## src/rtl/booth_psum_acc_if.sv

```systemverilog
// Bus bundle for booth_psum_acc: multiplier capture, neighbour psum input and psum output handshake.
// The slave modport is the accumulator side, the master modport is whoever drives it.
interface booth_psum_acc_if #(
  parameter int PROD_W = 32,
  parameter int ACC_W  = 40,
  parameter int LEN_W  = 4
);
  logic              start;
  logic [LEN_W-1:0]  cfg_len;
  logic [PROD_W-1:0] prod_in;
  logic              prod_done;
  logic [ACC_W-1:0]  psum_in;
  logic              psum_in_vld;
  logic              psum_in_rdy;
  logic [ACC_W-1:0]  psum_out;
  logic              psum_out_vld;
  logic              psum_out_rdy;
  logic              busy;
  logic              ovf;
  logic              drop;

  modport master (
    output start, cfg_len, prod_in, prod_done, psum_in, psum_in_vld, psum_out_rdy,
    input  psum_in_rdy, psum_out, psum_out_vld, busy, ovf, drop
  );

  modport slave (
    input  start, cfg_len, prod_in, prod_done, psum_in, psum_in_vld, psum_out_rdy,
    output psum_in_rdy, psum_out, psum_out_vld, busy, ovf, drop
  );
endinterface

```

## src/rtl/booth_psum_acc.sv

```systemverilog
// Saturating partial-sum accumulator behind the radix-4 Booth multiplier of a PE.
// Define BOOTH_PSUM_CHAIN_EN to merge the neighbouring PE's psum before output.
module booth_psum_acc #(
  parameter int PROD_W = 32,
  parameter int ACC_W  = 40,
  parameter int LEN_W  = 4
) (
  input  logic              clk,
  input  logic              rstn,
  booth_psum_acc_if.slave   bus
);

  typedef enum logic [1:0] {IDLE, ACC, MERGE, OUT} state_t;

  state_t                   state;
  logic                     done_q;
  logic                     pe;
  logic [LEN_W-1:0]         len_q;
  logic [LEN_W-1:0]         cnt;
  logic [ACC_W-1:0]         acc;
  logic [ACC_W-1:0]         prod_ext;
  logic [ACC_W:0]           sum_p;
  logic                     out_vld_q;
  logic                     busy_q;
  logic                     ovf_q;
  logic                     drop_q;

  // Returns {overflow, clamped sum}; the add is done one bit wider so the carry-out sign is exact.
  function automatic logic [ACC_W:0] sat_add(input logic [ACC_W-1:0] a, input logic [ACC_W-1:0] b);
    logic [ACC_W:0] s;
    s = {a[ACC_W-1], a} + {b[ACC_W-1], b};
    if (s[ACC_W] != s[ACC_W-1])
      return {1'b1, s[ACC_W], {(ACC_W-1){~s[ACC_W]}}};
    return {1'b0, s[ACC_W-1:0]};
  endfunction

  assign pe       = bus.prod_done & ~done_q;
  assign prod_ext = ACC_W'($signed(bus.prod_in));
  assign sum_p    = sat_add(acc, prod_ext);

`ifdef BOOTH_PSUM_CHAIN_EN
  logic           in_rdy_q;
  logic [ACC_W:0] sum_m;
  assign sum_m           = sat_add(acc, bus.psum_in);
  assign bus.psum_in_rdy = in_rdy_q;
`else
  logic unused_chain;
  assign unused_chain    = ^{bus.psum_in, bus.psum_in_vld};
  assign bus.psum_in_rdy = 1'b0;
`endif

  assign bus.psum_out     = acc;
  assign bus.psum_out_vld = out_vld_q;
  assign bus.busy         = busy_q;
  assign bus.ovf          = ovf_q;
  assign bus.drop         = drop_q;

  // NOTE: every register here is state, so all of them are written with <= and cleared by the async reset.
  always_ff @(posedge clk or negedge rstn) begin
    if (!rstn) begin
      state     <= IDLE;
      done_q    <= 1'b0;
      len_q     <= '0;
      cnt       <= '0;
      acc       <= '0;
      out_vld_q <= 1'b0;
      busy_q    <= 1'b0;
      ovf_q     <= 1'b0;
      drop_q    <= 1'b0;
`ifdef BOOTH_PSUM_CHAIN_EN
      in_rdy_q  <= 1'b0;
`endif
    end else begin
      done_q <= bus.prod_done;
      case (state)
        IDLE: begin
          if (bus.start) begin
            len_q  <= bus.cfg_len;
            acc    <= '0;
            cnt    <= '0;
            ovf_q  <= 1'b0;
            drop_q <= pe;    // a product edge coinciding with start is still discarded
            busy_q <= 1'b1;
            if (bus.cfg_len != '0) begin
              state <= ACC;
            end else begin
`ifdef BOOTH_PSUM_CHAIN_EN
              state    <= MERGE;
              in_rdy_q <= 1'b1;
`else
              state     <= OUT;
              out_vld_q <= 1'b1;
`endif
            end
          end else if (pe) begin
            drop_q <= 1'b1;
          end
        end

        ACC: begin
          if (pe) begin
            acc   <= sum_p[ACC_W-1:0];
            ovf_q <= ovf_q | sum_p[ACC_W];
            cnt   <= cnt + 1'b1;
            if (LEN_W'(cnt + 1'b1) == len_q) begin
`ifdef BOOTH_PSUM_CHAIN_EN
              state    <= MERGE;
              in_rdy_q <= 1'b1;
`else
              state     <= OUT;
              out_vld_q <= 1'b1;
`endif
            end
          end
        end

`ifdef BOOTH_PSUM_CHAIN_EN
        MERGE: begin
          if (pe) drop_q <= 1'b1;
          if (bus.psum_in_vld) begin
            acc       <= sum_m[ACC_W-1:0];
            ovf_q     <= ovf_q | sum_m[ACC_W];
            in_rdy_q  <= 1'b0;
            out_vld_q <= 1'b1;
            state     <= OUT;
          end
        end
`endif

        OUT: begin
          if (pe) drop_q <= 1'b1;
          if (bus.psum_out_rdy) begin
            out_vld_q <= 1'b0;
            busy_q    <= 1'b0;
            state     <= IDLE;
          end
        end

        default: state <= IDLE;
      endcase
    end
  end

endmodule

```

## src/flat_wrapper.sv

```systemverilog
// flat-port wrapper written by rule: the top's interface ports become plain ports
module booth_psum_acc_flat 
#(
  parameter int PROD_W = 32,
  parameter int ACC_W  = 40,
  parameter int LEN_W  = 4
)
  (clk, rstn, bus_start, bus_cfg_len, bus_prod_in, bus_prod_done, bus_psum_in, bus_psum_in_vld, bus_psum_out_rdy, bus_psum_in_rdy, bus_psum_out, bus_psum_out_vld, bus_busy, bus_ovf, bus_drop);
  booth_psum_acc_if #(.PROD_W(PROD_W), .ACC_W(ACC_W), .LEN_W(LEN_W)) bus_i ();
  input  logic clk;
  input  logic rstn;
  input wire logic [$bits(bus_i.start)-1:0] bus_start;
  input wire logic [$bits(bus_i.cfg_len)-1:0] bus_cfg_len;
  input wire logic [$bits(bus_i.prod_in)-1:0] bus_prod_in;
  input wire logic [$bits(bus_i.prod_done)-1:0] bus_prod_done;
  input wire logic [$bits(bus_i.psum_in)-1:0] bus_psum_in;
  input wire logic [$bits(bus_i.psum_in_vld)-1:0] bus_psum_in_vld;
  input wire logic [$bits(bus_i.psum_out_rdy)-1:0] bus_psum_out_rdy;
  output wire logic [$bits(bus_i.psum_in_rdy)-1:0] bus_psum_in_rdy;
  output wire logic [$bits(bus_i.psum_out)-1:0] bus_psum_out;
  output wire logic [$bits(bus_i.psum_out_vld)-1:0] bus_psum_out_vld;
  output wire logic [$bits(bus_i.busy)-1:0] bus_busy;
  output wire logic [$bits(bus_i.ovf)-1:0] bus_ovf;
  output wire logic [$bits(bus_i.drop)-1:0] bus_drop;
  assign bus_i.start = bus_start;
  assign bus_i.cfg_len = bus_cfg_len;
  assign bus_i.prod_in = bus_prod_in;
  assign bus_i.prod_done = bus_prod_done;
  assign bus_i.psum_in = bus_psum_in;
  assign bus_i.psum_in_vld = bus_psum_in_vld;
  assign bus_i.psum_out_rdy = bus_psum_out_rdy;
  assign bus_psum_in_rdy = bus_i.psum_in_rdy;
  assign bus_psum_out = bus_i.psum_out;
  assign bus_psum_out_vld = bus_i.psum_out_vld;
  assign bus_busy = bus_i.busy;
  assign bus_ovf = bus_i.ovf;
  assign bus_drop = bus_i.drop;
  booth_psum_acc #(.PROD_W(PROD_W), .ACC_W(ACC_W), .LEN_W(LEN_W)) u_core (.clk(clk), .rstn(rstn), .bus(bus_i));
endmodule
```

## config.mk

```make
export PLATFORM = sky130hd
export DESIGN_NAME = booth_psum_acc_flat
export DESIGN_NICKNAME = d
export VERILOG_FILES = /design/src/rtl/booth_psum_acc_if.sv /design/src/rtl/booth_psum_acc.sv /design/src/flat_wrapper.sv
export SDC_FILE = /design/constraint.sdc
export NUM_CORES = 1
export LEC_CHECK = 0
export BUFFER_PORTS_ARGS = -buffer_cell sky130_fd_sc_hd__buf_2
export CAP_MARGIN = 25
export CORE_MARGIN = 1.5
export CORE_UTILIZATION = 24
export DETAILED_ROUTE_END_ITERATION = 12
export SLEW_MARGIN = 20
export SYNTH_ARGS = -nofsm -noshare
export SYNTH_HDL_FRONTEND = slang
export SYNTH_SLANG_ARGS = --single-unit
```

## constraint.sdc

```tcl
create_clock -name clk -period 3.8 [get_ports clk]
set_input_delay 0 -clock clk [delete_from_list [all_inputs] [get_ports clk]]
set_output_delay 0 -clock clk [all_outputs]
set_load 0.02 [all_outputs]
```

==> impl_metrics.ini, run 1 <==
[run_status]
outcome = completed

[detailed_routing]
avgRoutedWirePerCell_um = 14.1
drt_iter0_drc = 204
drc = 0
routed_wl_um = 13100
drtPass1Iterations = 4
ant_nets = 0
routed_via_density = 4.67
route.vias.total = 4349

[critical_path]
cp.arrival_ns = 3.64
worst_setup_path_end_kind = flip-flop
reg2reg_depth = 13
cp_slowest_cell = fa_1
crit_type = flip-flop to flip-flop
cp-endpoint = u_core.bus.ovf
cpMostUsedCell = a21oi_1
path_max_fanout = 21
cp.required_ns = 4.03
worst_setup_path_start_kind = flip-flop
worst_path_largest_cell_delay_ns = 0.44
rrSetupSlack_ns = 0.40
timing.rr.start = u_core.bus.psum_out[0]
reg2reg_to = u_core.bus.ovf
crit_chain = ha_1, fa_1, a211oi_1, o211ai_2, and4_4, a31oi_4, o211a_4, nor4b_4, o21ai_2, xnor2_4, buf_4, a21oi_1, a21oi_1
crit_path_start = u_core.bus.psum_out[0]

[global_route]
overflow = 0
grt_max_degree = 56
antenna_found_initial = 0
grt_pass1_wl_um = 21500
grt_usage = 0.131
grt_pass1_vias = 4280

[placement]
place_area_sq_um = 5460
portBuffers = 84
dp_hpwl_um = 10300
pre_cts_slack_ns = 0.434
globalplace.congestion = 0.855
dp.cells = 917

[clock_tree]
worstSkewPairLatency_ns = 0.31
root_buffer = clkbuf_16
clk_pin_slew_worst_paths_ns = 0.08
cts-resized-gates = 0
clock-sinks = 55
numCtsBuffers = 5
htree_levels = 2
max-clock-path-buffers = 2
cts_tree = built

[yosys]
synth_edf_count = 0
async_flop_share = 1.00
synth.distinct_cells = 63
syn_nets = 711
yosys-top-cells-area = dfrtp_1 29%, ha_1 12%, nand2_1 9.4%
synth_top_cell_by_area = dfrtp_1
netlist_area_sq_um = 4760
synth_area_per_cell_sq_um = 8.17
synth-seq-cells = 55
synth_top_area_share = 0.289
ys_warn_count = 0
synth_cells = 583
ys_seq_area_frac = 0.289
synth_ff_type = dfrtp_1

[sta]
tightest_slew_ns = 0.741
rsz0062_at_grt = false
timing.final.hold_violations = 0
timing.hold.ws_ns = 0.0303
fmax_mhz = 294
relSlewSlack = 0.506
finalCritPeriodShare = 0.895
clock_skew_ns = 0.00864
maxSlewViolCount = 0
setup_ws_ns = 0.399
period_minus_slack_ns = 3.40
setup-tns-final_ns = 0
setup_violations = 0

[finish]
syn_to_final_growth_pct = 19.2
nNetsFinal = 794
finalInstanceArea_sq_um = 5680
final_layout_size_suffix_gt1_frac = 0.195
final_cells = 932
final_util = 0.292
diodes = 0

[worst_hold_path]
hp-class = input pin to flip-flop
hold_start = bus_psum_out_rdy

[floorplanning]
die_area_sq_um = 20700
core_sq_um = 19500
start_util = 0.245
num_rows = 51
die_w_um = 144
die_h_um = 144
io_pins = 127

[job]
maxCapViolCount = 0

[pwr]
peakVddDrop_mv = 0.204
power_mw = 3.38
powerDensity_nw_per_um2 = 596
leakage_nw = 2.89
## final cells by class
type,instances,area (sq um)
inverter,11,41.3
fill,2154,13800
tap,265,332
timing repair buffer,98,543
multi-input combinational,495,3230
clock inverter,3,25.0
clock buffer,5,125
sequential,55,1380
## routing by layer
metal	part of all wire	vias up	track usage
met1	0.48	2020	0.171
met2	0.47	84	0.220
met5	0	-	0
met3	0.045	4	0.0297
met4	0.0037	0	0.0274
li1	-	2241	-
## power breakdown
part	internal [mW]	switching, mW	leakage, nW
Combinational	0.753	1.25	2.10
Clock	0.250	0.245	0.0708
Sequential	0.749	0.131	0.727
Total	1.75	1.63	2.89
## repair_timing
action	4_1_cts	5_1_grt
hold endpoints to repair	61	0
setup buffers	0	0
hold buffers	7	0
## state kept, by name, summed over array words and instances, names as in the netlist
signal                   count
u_core.bus.psum_out         40
u_core.cnt                   4
u_core.len_q                 4
u_core.state                 2
u_core.bus.busy              1
u_core.bus.drop              1
u_core.bus.ovf               1
u_core.bus.psum_out_vld      1
u_core.done_q                1
## critical path: cells and delay by family, from the launching register on
kind / cells / cell delay [ns]
xor gates and xnor gates: 1 / 0.15
and+or+nand+nor: 2 / 0.26
DFF: 1 / 0.40
adders and majority gates: 2 / 0.67
buffers and inverters: 1 / 0.31
AOI/OAI and AO/OA: 7 / 1.54
## how the worst min path moves through the flow
stage                                  to  slack [ns]  cells after the start
after CTS                 u_core.bus.busy        0.02                      4
after global routing      u_core.bus.busy        0.07                      4
after floorplan           u_core.bus.busy       -0.30                      0
after detailed placement    u_core.done_q        0.13                      1
after global placement      u_core.done_q        0.12                      1
final                     u_core.bus.busy        0.03                      4
## synthesized netlist by cell type, types with 2 or more instances
master      n
a21boi_0    2
nor2b_1     5
a41o_1      2
nand2_1   119
or2_2       3
o21ai_0    59
clkbuf_1    5
xor2_1     20
o21bai_1    5
nand3_1    11
o21ai_1     3
buf_2      10
nand2b_1    7
and3_1      3
nor2_1     32
dfrtp_1    55
a21o_1     17
nand4_1     5
o31ai_1     3
a31oi_1     6
inv_1      11
xnor2_1    23
a21oi_1    48
o21a_1      7
ha_1       45
a211oi_1    4
and2_1      6
nand4b_1    2
a41oi_1     2
nor3_1      8
o21ai_2    11
mux2_2      4
or4_1       2
o211ai_1    5
buf_4       5
## kinds of logic (layout without fill, tap and decap cells)
logic type      after synthesis  after routing  share of synthesized area
buf+inv                      33            117                     0.0363
simple gates                208            208                      0.198
xor+xnor                     44             44                     0.0825
other cells                   1              1                   0.000788
compound gates              191            191                      0.260
mux                           5              5                     0.0116
fa+ha+maj                    46             46                      0.122
flops                        55             55                      0.289
## placed cells by master (no fill, tap or decap), drive strengths merged, types with 3 or more instances in the layout
cell and instances:
a211oi 5, a21o 17, a21oi 48, a31oi 8
and2 6, and3 3, buf 91, clkbuf 5
dfrtp 55, dlygate4sd3 7, ha 45, inv 13
mux2 4, nand2 119, nand2b 7, nand3 11
nand4 5, nor2 32, nor2b 5, nor3 9
o211ai 6, o21a 7, o21ai 73, o21bai 5
o31ai 3, or2 3, xnor2 24, xor2 20
(Power assumes the default switching activity.)
==> run 2, diff against run 1 <==
BUFFER_PORTS_ARGS = unset   (was -buffer_cell sky130_fd_sc_hd__buf_2)
DONT_BUFFER_PORTS = 1   (was unset)
==> impl_metrics.ini, run 2 (synthesis gave the netlist of run 1 again) <==
[pwr]
seq_power_share = 0.324
clkPwrFrac = 0.148
peakVddDrop_mv = 0.399
power_mw = 3.26
powerDensity_nw_per_um2 = 613
p_int_mw = 1.67
switchingPower_mw = 1.59
power_frac_comb = 0.528
p_sw_frac = 0.488
leakage_nw = 2.52

[sta]
setup-tns-final_ns = 0
finalCritPeriodShare = 0.924
rsz0062_at_grt = false
fmax_mhz = 285
period_minus_slack_ns = 3.51
tightest_slew_ns = 0.586
timing.final.hold_violations = 0
clock_skew_ns = 0.00661
setup_ws_ns = 0.289
maxSlewViolCount = 0
setup_violations = 0
relSlewSlack = 0.608

[finish]
largest_reg_flops = 40
final_common_cell = nand2_1
final_layout_size_suffix_gt1_frac = 0.0753
diodes = 0
regArea_sq_um = 1380
fillCellCount = 2114
layout_common_cells = 119 x nand2_1, 59 x o21ai_0, 55 x dfrtp_1, 48 x a21oi_1, 45 x ha_1
multiInputGateArea_sq_um = 3240
final_cells = 849
syn_to_final_growth_pct = 11.8
nNetsFinal = 711
final_util = 0.274

[clock_tree]
cts_tree = built
clock-sinks = 55
root_buffer = clkbuf_16
clk_pin_slew_worst_paths_ns = 0.08
htree_levels = 2
worstSkewPairLatency_ns = 0.31
numCtsBuffers = 5
max-clock-path-buffers = 2
post-cts-setup-buffers = 0
ctsHoldBuffers = 11
cts-resized-gates = 0

[global_route]
overflow = 0
grt_pass1_wl_um = 21000
grt_pass1_vias = 3955
antenna_found_initial = 0
grt_max_degree = 56
grt_usage = 0.129

[critical_path]
cp_top_family = compound AO/OA/AOI/OAI gates
timing.rr.start = u_core.bus.psum_out[0]
reg2reg_to = u_core.bus.psum_out[31]
reg2reg_depth = 13
worst_setup_path_end_kind = flip-flop
path_max_fanout = 40
path_buf_inv = 1
cp.arrival_ns = 3.70
worst_setup_path_start_kind = flip-flop
cp.required_ns = 3.99
cp_slowest_cell = dfrtp_1
worst_path_largest_cell_delay_ns = 0.48
rrSetupSlack_ns = 0.29
crit_type = flip-flop to flip-flop
crit_chain = ha_1, fa_1, a211oi_1, o211ai_2, and4_4, a31oi_4, o211a_4, nor4b_4, o21ai_2, xnor2_4, buf_12, o21ai_0, nand2_1

[worst_hold_path]
hp-class = input pin to flip-flop
hold_end = u_core.bus.ovf
hold_start = bus_start
hold_path_depth = 3

[run_status]
outcome = completed

[floorplanning]
die_h_um = 144
die_w_um = 144
die_area_sq_um = 20700
start_util = 0.245
io_pins = 127
num_rows = 51
core_sq_um = 19500

[placement]
dp_hpwl_um = 9970
pre_cts_slack_ns = 0.290
dp.cells = 830
globalplace.congestion = 0.837
portBuffers = 0

[detailed_routing]
routed_via_density = 4.70
ant_nets = 0
routed_wl_um = 12900
drtPass1Iterations = 4
drt_iter0_drc = 266
route.vias.total = 3989
avgRoutedWirePerCell_um = 15.2
drc = 0

[job]
maxCapViolCount = 0
[run 2: metal layers]
layer | part of all wire | wire length (um) | global-route usage | vias to the layer above
met4 | 0.0056 | 72 | 0.0252 | 0
li1 | - | - | - | 2070
met3 | 0.073 | 938 | 0.0430 | 4
met5 | 0 | 0 | 0 | -
met2 | 0.48 | 6140 | 0.214 | 74
met1 | 0.44 | 5730 | 0.163 | 1841
[run 2: worst register-to-register path, cell delays in order (launching register included)]
cell	delay [ns]
dfrtp_1	0.48
ha_1	0.28
fa_1	0.45
a211oi_1	0.38
o211ai_2	0.13
and4_4	0.21
a31oi_4	0.27
o211a_4	0.24
nor4b_4	0.05
o21ai_2	0.32
xnor2_4	0.10
buf_12	0.20
o21ai_0	0.23
nand2_1	0.07
[run 2: worst max path at each step]
stage | slack [ns] | startpoint | to | cells after the start
floorplan | 0.77 | u_core.bus.psum_out[0] | u_core.bus.psum_out[25] | 14
global placement | 0.32 | u_core.bus.psum_out[0] | u_core.bus.psum_out[37] | 13
detailed placement | 0.29 | u_core.bus.psum_out[0] | u_core.bus.ovf | 13
CTS | 0.26 | u_core.bus.psum_out[0] | u_core.bus.ovf | 13
global route | 0.06 | u_core.bus.psum_out[0] | u_core.bus.psum_out[12] | 13
finish | 0.29 | u_core.bus.psum_out[0] | u_core.bus.psum_out[31] | 13
[run 2: stage by stage]
step / hold WS [ns] / area [sq um]
2_1_floorplan: -0.296 / 4760
3_3_place_gp: -0.294 / 5050
3_5_place_dp: -0.294 / 5050
4_1_cts: 0.0348 / 5320
5_1_grt: 0.0740 / 5320
6_report: 0.0407 / 5320
[run 2: final cells by class]
class | instances | area share
clock buffer | 5 | 0.0235
tap | 265 | 0.0623
timing repair buffer | 15 | 0.0343
clock inverter | 3 | 0.00447
sequential | 55 | 0.259
inverter | 11 | 0.00776
multi-input combinational | 495 | 0.609
[run 2: power by group through the flow]
stage	clock network [mW]	logic, mW	registers, mW
2_1_floorplan	0	1.35	1.01
3_3_place_gp	0	1.69	1.08
3_5_place_dp	0	1.71	1.09
4_1_cts	0.511	1.74	1.07
5_1_grt	0.539	1.97	1.09
6_report	0.483	1.72	1.06
